## src/rtl/sevenseg_pkg.sv

```systemverilog
// Shared constants for the seven-segment scan controller.
// Latency: none (constants and types only).
// Backpressure: none.
package sevenseg_pkg;

  // Bus word indices
  localparam logic [1:0] ADDR_DATA   = 2'd0;
  localparam logic [1:0] ADDR_DPMASK = 2'd1;
  localparam logic [1:0] ADDR_ENABLE = 2'd2;
  localparam logic [1:0] ADDR_STATUS = 2'd3;

  // All segments dark (active-low lines driven high)
  localparam logic [6:0] SEG_OFF = 7'h7F;

  // Hex glyphs, active-low, bit order {CG,CF,CE,CD,CC,CB,CA}; b and d lowercase
  localparam logic [6:0] SEG_LUT [16] = '{
    7'h40, 7'h79, 7'h24, 7'h30,
    7'h19, 7'h12, 7'h02, 7'h78,
    7'h00, 7'h10, 7'h08, 7'h03,
    7'h46, 7'h21, 7'h06, 7'h0E
  };

  // Position inside a digit slot
  typedef enum logic {
    PH_BLANK = 1'b0,
    PH_SHOW  = 1'b1
  } scan_phase_t;

endpackage

```

## src/rtl/sevenseg_decoder.sv

```systemverilog
// Hex nibble to active-low seven-segment glyph.
// Latency: combinational.
// Backpressure: none.
module sevenseg_decoder
  import sevenseg_pkg::*;
(
  input  logic [3:0] hex,
  output logic [6:0] seg_n
);

  // Table lookup of the glyph for the nibble
  always_comb begin
    seg_n = SEG_LUT[hex];
  end

endmodule

```

## src/rtl/sevenseg_scan_ctrl.sv

```systemverilog
// Bus-mapped 8-digit seven-segment scanner with frame-aligned double buffering.
// Latency: ready/rdata 2 edges after sel; display outputs lag scan state by 1 cycle.
// Backpressure: none; one access accepted every cycle, back-to-back sel gives back-to-back ready.
module sevenseg_scan_ctrl
  import sevenseg_pkg::*;
#(
  parameter int SCAN_DIV = 100000,
  parameter int BLANK    = 16
)
(
  input  logic        CLK100MHZ,
  input  logic        RESET,
  input  logic        sel,
  input  logic        we,
  input  logic [1:0]  addr,
  input  logic [31:0] wdata,
  output logic [31:0] rdata,
  output logic        ready,
  output logic        CA,
  output logic        CB,
  output logic        CC,
  output logic        CD,
  output logic        CE,
  output logic        CF,
  output logic        CG,
  output logic        DP,
  output logic [7:0]  AN
);

  localparam int CNT_W = (SCAN_DIV > 1) ? $clog2(SCAN_DIV) : 1;
  localparam logic [CNT_W-1:0] CNT_LAST  = CNT_W'(SCAN_DIV - 1);
  localparam logic [CNT_W-1:0] BLANK_CNT = CNT_W'(BLANK);

  // Bus request stage
  logic        acc_vld_q, acc_vld_d;
  logic        acc_we_q, acc_we_d;
  logic [1:0]  acc_addr_q, acc_addr_d;
  logic [31:0] acc_wdata_q, acc_wdata_d;

  // Bus response
  logic [31:0] rdata_q, rdata_d;
  logic        ready_q, ready_d;

  // Shadow (software-visible) and active (displayed) register copies
  logic [31:0] data_sh_q, data_sh_d;
  logic [7:0]  dpm_sh_q, dpm_sh_d;
  logic [7:0]  en_sh_q, en_sh_d;
  logic [31:0] data_act_q, data_act_d;
  logic [7:0]  dpm_act_q, dpm_act_d;
  logic [7:0]  en_act_q, en_act_d;
  logic        pending_q, pending_d;

  // Scan state
  logic [CNT_W-1:0] cnt_q, cnt_d;
  logic [2:0]       idx_q, idx_d;

  // Registered display outputs
  logic [7:0] an_q, an_d;
  logic [6:0] seg_q, seg_d;
  logic       dp_q, dp_d;

  logic        slot_wrap;
  logic        commit;
  logic        wr_data, wr_dpm, wr_en;
  logic [3:0]  digit;
  logic [6:0]  glyph;
  scan_phase_t phase;

  // Capture every strobe; it executes on the following edge
  always_comb begin
    acc_vld_d   = sel;
    acc_we_d    = we;
    acc_addr_d  = addr;
    acc_wdata_d = wdata;
  end

  // Register file: shadow writes, frame-boundary commit, pending flag and read mux
  always_comb begin
    wr_data = acc_vld_q && acc_we_q && (acc_addr_q == ADDR_DATA);
    wr_dpm  = acc_vld_q && acc_we_q && (acc_addr_q == ADDR_DPMASK);
    wr_en   = acc_vld_q && acc_we_q && (acc_addr_q == ADDR_ENABLE);

    data_sh_d  = wr_data ? acc_wdata_q       : data_sh_q;
    dpm_sh_d   = wr_dpm  ? acc_wdata_q[7:0]  : dpm_sh_q;
    en_sh_d    = wr_en   ? acc_wdata_q[7:0]  : en_sh_q;

    // Commit copies the pre-write shadow; a coinciding write stays pending
    data_act_d = data_act_q;
    dpm_act_d  = dpm_act_q;
    en_act_d   = en_act_q;
    pending_d  = pending_q;
    if (commit && pending_q) begin
      data_act_d = data_sh_q;
      dpm_act_d  = dpm_sh_q;
      en_act_d   = en_sh_q;
      pending_d  = 1'b0;
    end
    if (wr_data || wr_dpm || wr_en) begin
      pending_d = 1'b1;
    end

    ready_d = acc_vld_q;
    rdata_d = 32'h0;
    if (acc_vld_q && !acc_we_q) begin
      case (acc_addr_q)
        ADDR_DATA:   rdata_d = data_sh_q;
        ADDR_DPMASK: rdata_d = {24'h0, dpm_sh_q};
        ADDR_ENABLE: rdata_d = {24'h0, en_sh_q};
        default:     rdata_d = {28'h0, pending_q, idx_q};
      endcase
    end
  end

  // Bus stage and register file state
  always_ff @(posedge CLK100MHZ) begin
    if (RESET) begin
      acc_vld_q   <= 1'b0;
      acc_we_q    <= 1'b0;
      acc_addr_q  <= 2'd0;
      acc_wdata_q <= 32'h0;
      rdata_q     <= 32'h0;
      ready_q     <= 1'b0;
      data_sh_q   <= 32'h0;
      dpm_sh_q    <= 8'h00;
      en_sh_q     <= 8'hFF;
      data_act_q  <= 32'h0;
      dpm_act_q   <= 8'h00;
      en_act_q    <= 8'hFF;
      pending_q   <= 1'b0;
    end else begin
      acc_vld_q   <= acc_vld_d;
      acc_we_q    <= acc_we_d;
      acc_addr_q  <= acc_addr_d;
      acc_wdata_q <= acc_wdata_d;
      rdata_q     <= rdata_d;
      ready_q     <= ready_d;
      data_sh_q   <= data_sh_d;
      dpm_sh_q    <= dpm_sh_d;
      en_sh_q     <= en_sh_d;
      data_act_q  <= data_act_d;
      dpm_act_q   <= dpm_act_d;
      en_act_q    <= en_act_d;
      pending_q   <= pending_d;
    end
  end

  // Scan state register: slot counter and digit index
  always_ff @(posedge CLK100MHZ) begin
    if (RESET) begin
      cnt_q <= '0;
      idx_q <= 3'd0;
    end else begin
      cnt_q <= cnt_d;
      idx_q <= idx_d;
    end
  end

  // Scan next state: count through the slot, advance digit on wrap; frame ends on 7->0
  always_comb begin
    slot_wrap = (cnt_q == CNT_LAST);
    commit    = slot_wrap && (idx_q == 3'd7);
    cnt_d     = cnt_q + 1'b1;
    idx_d     = idx_q;
    if (slot_wrap) begin
      cnt_d = '0;
      idx_d = idx_q + 3'd1;
    end
  end

  // Active nibble of the digit currently being scanned
  always_comb begin
    digit = data_act_q[{idx_q, 2'b00} +: 4];
  end

  sevenseg_decoder u_decoder (
    .hex   (digit),
    .seg_n (glyph)
  );

  // Scan outputs: blank at slot start, then light the enabled digit
  always_comb begin
    phase = (cnt_q < BLANK_CNT) ? PH_BLANK : PH_SHOW;
    an_d  = 8'hFF;
    seg_d = SEG_OFF;
    dp_d  = 1'b1;
    if (phase == PH_SHOW && en_act_q[idx_q]) begin
      an_d[idx_q] = 1'b0;
      seg_d       = glyph;
      dp_d        = ~dpm_act_q[idx_q];
    end
  end

  // Display output registers
  always_ff @(posedge CLK100MHZ) begin
    if (RESET) begin
      an_q  <= 8'hFF;
      seg_q <= SEG_OFF;
      dp_q  <= 1'b1;
    end else begin
      an_q  <= an_d;
      seg_q <= seg_d;
      dp_q  <= dp_d;
    end
  end

  assign rdata = rdata_q;
  assign ready = ready_q;
  assign AN    = an_q;
  assign DP    = dp_q;
  assign CA    = seg_q[0];
  assign CB    = seg_q[1];
  assign CC    = seg_q[2];
  assign CD    = seg_q[3];
  assign CE    = seg_q[4];
  assign CF    = seg_q[5];
  assign CG    = seg_q[6];

endmodule

```

## config.mk

```make
export PLATFORM = sky130hd
export DESIGN_NAME = sevenseg_scan_ctrl
export DESIGN_NICKNAME = d
export VERILOG_FILES = /design/src/rtl/sevenseg_pkg.sv /design/src/rtl/sevenseg_decoder.sv /design/src/rtl/sevenseg_scan_ctrl.sv
export SDC_FILE = /design/constraint.sdc
export NUM_CORES = 1
export LEC_CHECK = 0
export ABC_AREA = 1
export ABC_CLOCK_PERIOD_IN_PS = 2700
export BUFFER_PORTS_ARGS = -buffer_cell sky130_fd_sc_hd__clkbuf_2
export CAP_MARGIN = 20
export CORE_MARGIN = 4
export CORE_UTILIZATION = 45
export DETAILED_ROUTE_END_ITERATION = 10
export HOLD_SLACK_MARGIN = 0.03
export SLEW_MARGIN = 0
export SYNTH_ARGS = -nofsm -noshare
export SYNTH_HDL_FRONTEND = slang
export SYNTH_SLANG_ARGS = --single-unit
```

## constraint.sdc

```tcl
create_clock -name CLK100MHZ -period 2.7 [get_ports CLK100MHZ]
set_clock_uncertainty 0.15 [all_clocks]
set_input_delay 0.27 -clock CLK100MHZ [delete_from_list [all_inputs] [get_ports CLK100MHZ]]
set_output_delay 0.27 -clock CLK100MHZ [all_outputs]
set_load 0.05 [all_outputs]
```

==> metrics.txt <==
Die Y 139 um; site row count 47; Pre-Repair DR Iteration Count 5; Tot GR Track Use 0.182; Crit. End Element flop; fmax 418 MHz; CTS root buf clkbuf_16; grt total ovfl 0; Final Max Slew Viols 0; Clock Path Buffers 3; unrepaired setup endpoints after global routing false; status finished clean; delay-heaviest family, CP simple AND/OR/NAND/NOR gates; setup_tns 0 ns; Max-Cap Viols 0; largest net degree at the start of global routing 67; final setup fails 0; worst setup margin 0.310 ns; VDD IR-drop max 520 uV; initial antenna violation count 0; number of flops mapped to enable cells by yosys 0; vias per cell 4.63; Mapped Cells 1045; CP most frequent cell nand2_1; Critical Path AT 2.61 ns; Routed wire per std cell 12.5 um; area share of the largest cell type after synthesis 0.526; Slew HR 0.481; Min-Delay Path Class flop to flop; HPWL Detailed 11800 um; Buf/Inv on CP 2; post-synthesis sequential area ratio 0.526; vias 6501; IO buf count 86; initial DRC count 352; Antenna diodes 0; min cycle time layout 2.39 ns; power consumption 6.31 mW; vias in the first global route 6152; Slowest-stage cell, CP dfxtp_1; worst-path maximum fanout 13; Synth cell types 30; count leader, synth nand2_1; Synth-to-Final Area Change 24.0%; chip width 139 um; CP Cell Sequence inv_1 > nand2_1 > nor2_1 > nand2_1 > nand3_1 > nor2_1 > inv_1 > ha_1 > nand2_1 > nand2_1 > nand2_1 > nand3_1; Yosys warnings 0; max incr delay on CP 0.57 ns; clk slew on worst S/H paths 0.06 ns; Num CTS Buffers 22; share of cells above drive strength 1 0.126; Yosys reg bits 202; actual slew at the worst max-slew pin 0.778 ns; cell area after synthesis 7680 um2; Area contributors post-synth dfxtp_1 53%, nand2_1 13%, nor2_1 8.7%; Layout Nets 1216; Worst-Skew Late Latency 0.50 ns; Setup Slack @ Placement 0.340 ns; Die ar. 19200 um2; ys flop type dfxtp_1; # DRC 0; CTS tree built; Async S/R FF share, synth 0; first-pass GRT wire length 30000 um; period utilization 0.885; drt total wl 17600 um; syn nets 1091; Syn Area/Cell 7.35 um2; final hold vios 0; Synth area leader dfxtp_1; initial core utilization 0.462; crit start category flop; most instantiated cells after synthesis 263 x nand2_1, 202 x dfxtp_1, 178 x nor2_1; Power Density 662 nW/um2; routability cong. 0.856; core area 16600 um2; CP Data Required Time 2.92 ns; post-route antenna net violation count 0; clock sinks 202; WS Path Type flop to flop; Max H-tree Level 1; Ports 87; Final Hold Slack 0.306 ns; LEAKAGE 4.39 nW
## cells in the final DEF (no fill, tap or decap), types with 2 or more instances in the layout
master         netlist  final
inv_2                2      3
nor2_1             178    178
ha_1                 8      8
dlygate4sd3_1        0     47
or2_2                3      3
nand4_1              6      6
inv_1              133    132
buf_4                1     12
a21oi_1             49     49
clkinv_2             0      5
xnor2_1              3      3
clkbuf_16            0     22
nor3_1              34     34
dfxtp_1            202    202
buf_12               0      2
o21ai_0             50     50
nor3b_1              2      2
xor2_1               5      5
nand2_1            263    263
nand3_1             44     44
clkbuf_2             0     86
o221ai_1             8      8
clkbuf_8             0      8
## sequential cells by signal, summed over array words and instances (netlist names), 2 cells and up
signal / flops
AN: 8
acc_addr_q: 2
acc_wdata_q: 32
cnt_q: 17
data_act_q: 32
data_sh_q: 32
dpm_act_q: 8
dpm_sh_q: 8
en_act_q: 8
en_sh_q: 8
idx_q: 3
rdata: 32
seg_q: 7
## cell families after synthesis
family | share of synthesized area
buffers and inverters | 0.0936
AO/OA/AOI/OAI | 0.0744
AND/OR/NAND/NOR | 0.284
adder cells (fa/ha/maj) | 0.0130
flip-flops | 0.526
XOR/XNOR | 0.00912
## per-layer routing
layer | track usage | vias up | routed length [um]
li1 | - | 3481 | -
met1 | 0.259 | 2864 | 8590
met2 | 0.295 | 136 | 7910
met3 | 0.0310 | 20 | 810
met4 | 0.0376 | 0 | 309
met5 | 0 | - | 0
## what timing repair did
item | in CTS | in global routing
hold buffers | 47 | 0
hold endpoints to repair | 37 | 0
setup buffers | 0 | 0
resized for setup | 0 | 0
## stage by stage
step | utilization | std cells | instance area (um2)
floorplan | - | 1045 | 7680
global placement | 0.499 | 1319 | 8310
detailed placement | 0.499 | 1319 | 8310
CTS | 0.573 | 1405 | 9530
global route | 0.573 | 1405 | 9530
finish | 0.573 | 1405 | 9530
## final cells by class
cell class                 count  area (um2)
multi-input combinational    661        2920
clock buffer                  30         661
sequential                   202        4040
inverter                     136         510
tap                          220         275
timing repair buffer         147        1030
fill                        1593        7110
clock inverter                 9        87.6
## power breakdown
group | switching (mW) | internal (mW) | leakage (nW)
sequential | 0.0187 | 3.03 | 1.64
clock | 1.19 | 1.81 | 0.374
combinational | 0.150 | 0.114 | 2.38
## path summary, 6_finish.rpt
kind / from / endpoint / slack, ns / cells after the start
setup / recovery: idx_q[1]$_SDFFE_PP0N_ / seg_q[3]$_SDFF_PP1_ / 0.31 / 12
setup reg to reg: idx_q[1]$_SDFFE_PP0N_ / seg_q[3]$_SDFF_PP1_ / 0.31 / 12
hold / removal: cnt_q[0]$_SDFF_PP0_ / cnt_q[0]$_SDFF_PP0_ / 0.31 / 1
hold reg to reg: cnt_q[0]$_SDFF_PP0_ / cnt_q[0]$_SDFF_PP0_ / 0.31 / 1
No activity file was read; power rests on OpenSTA's default activity.
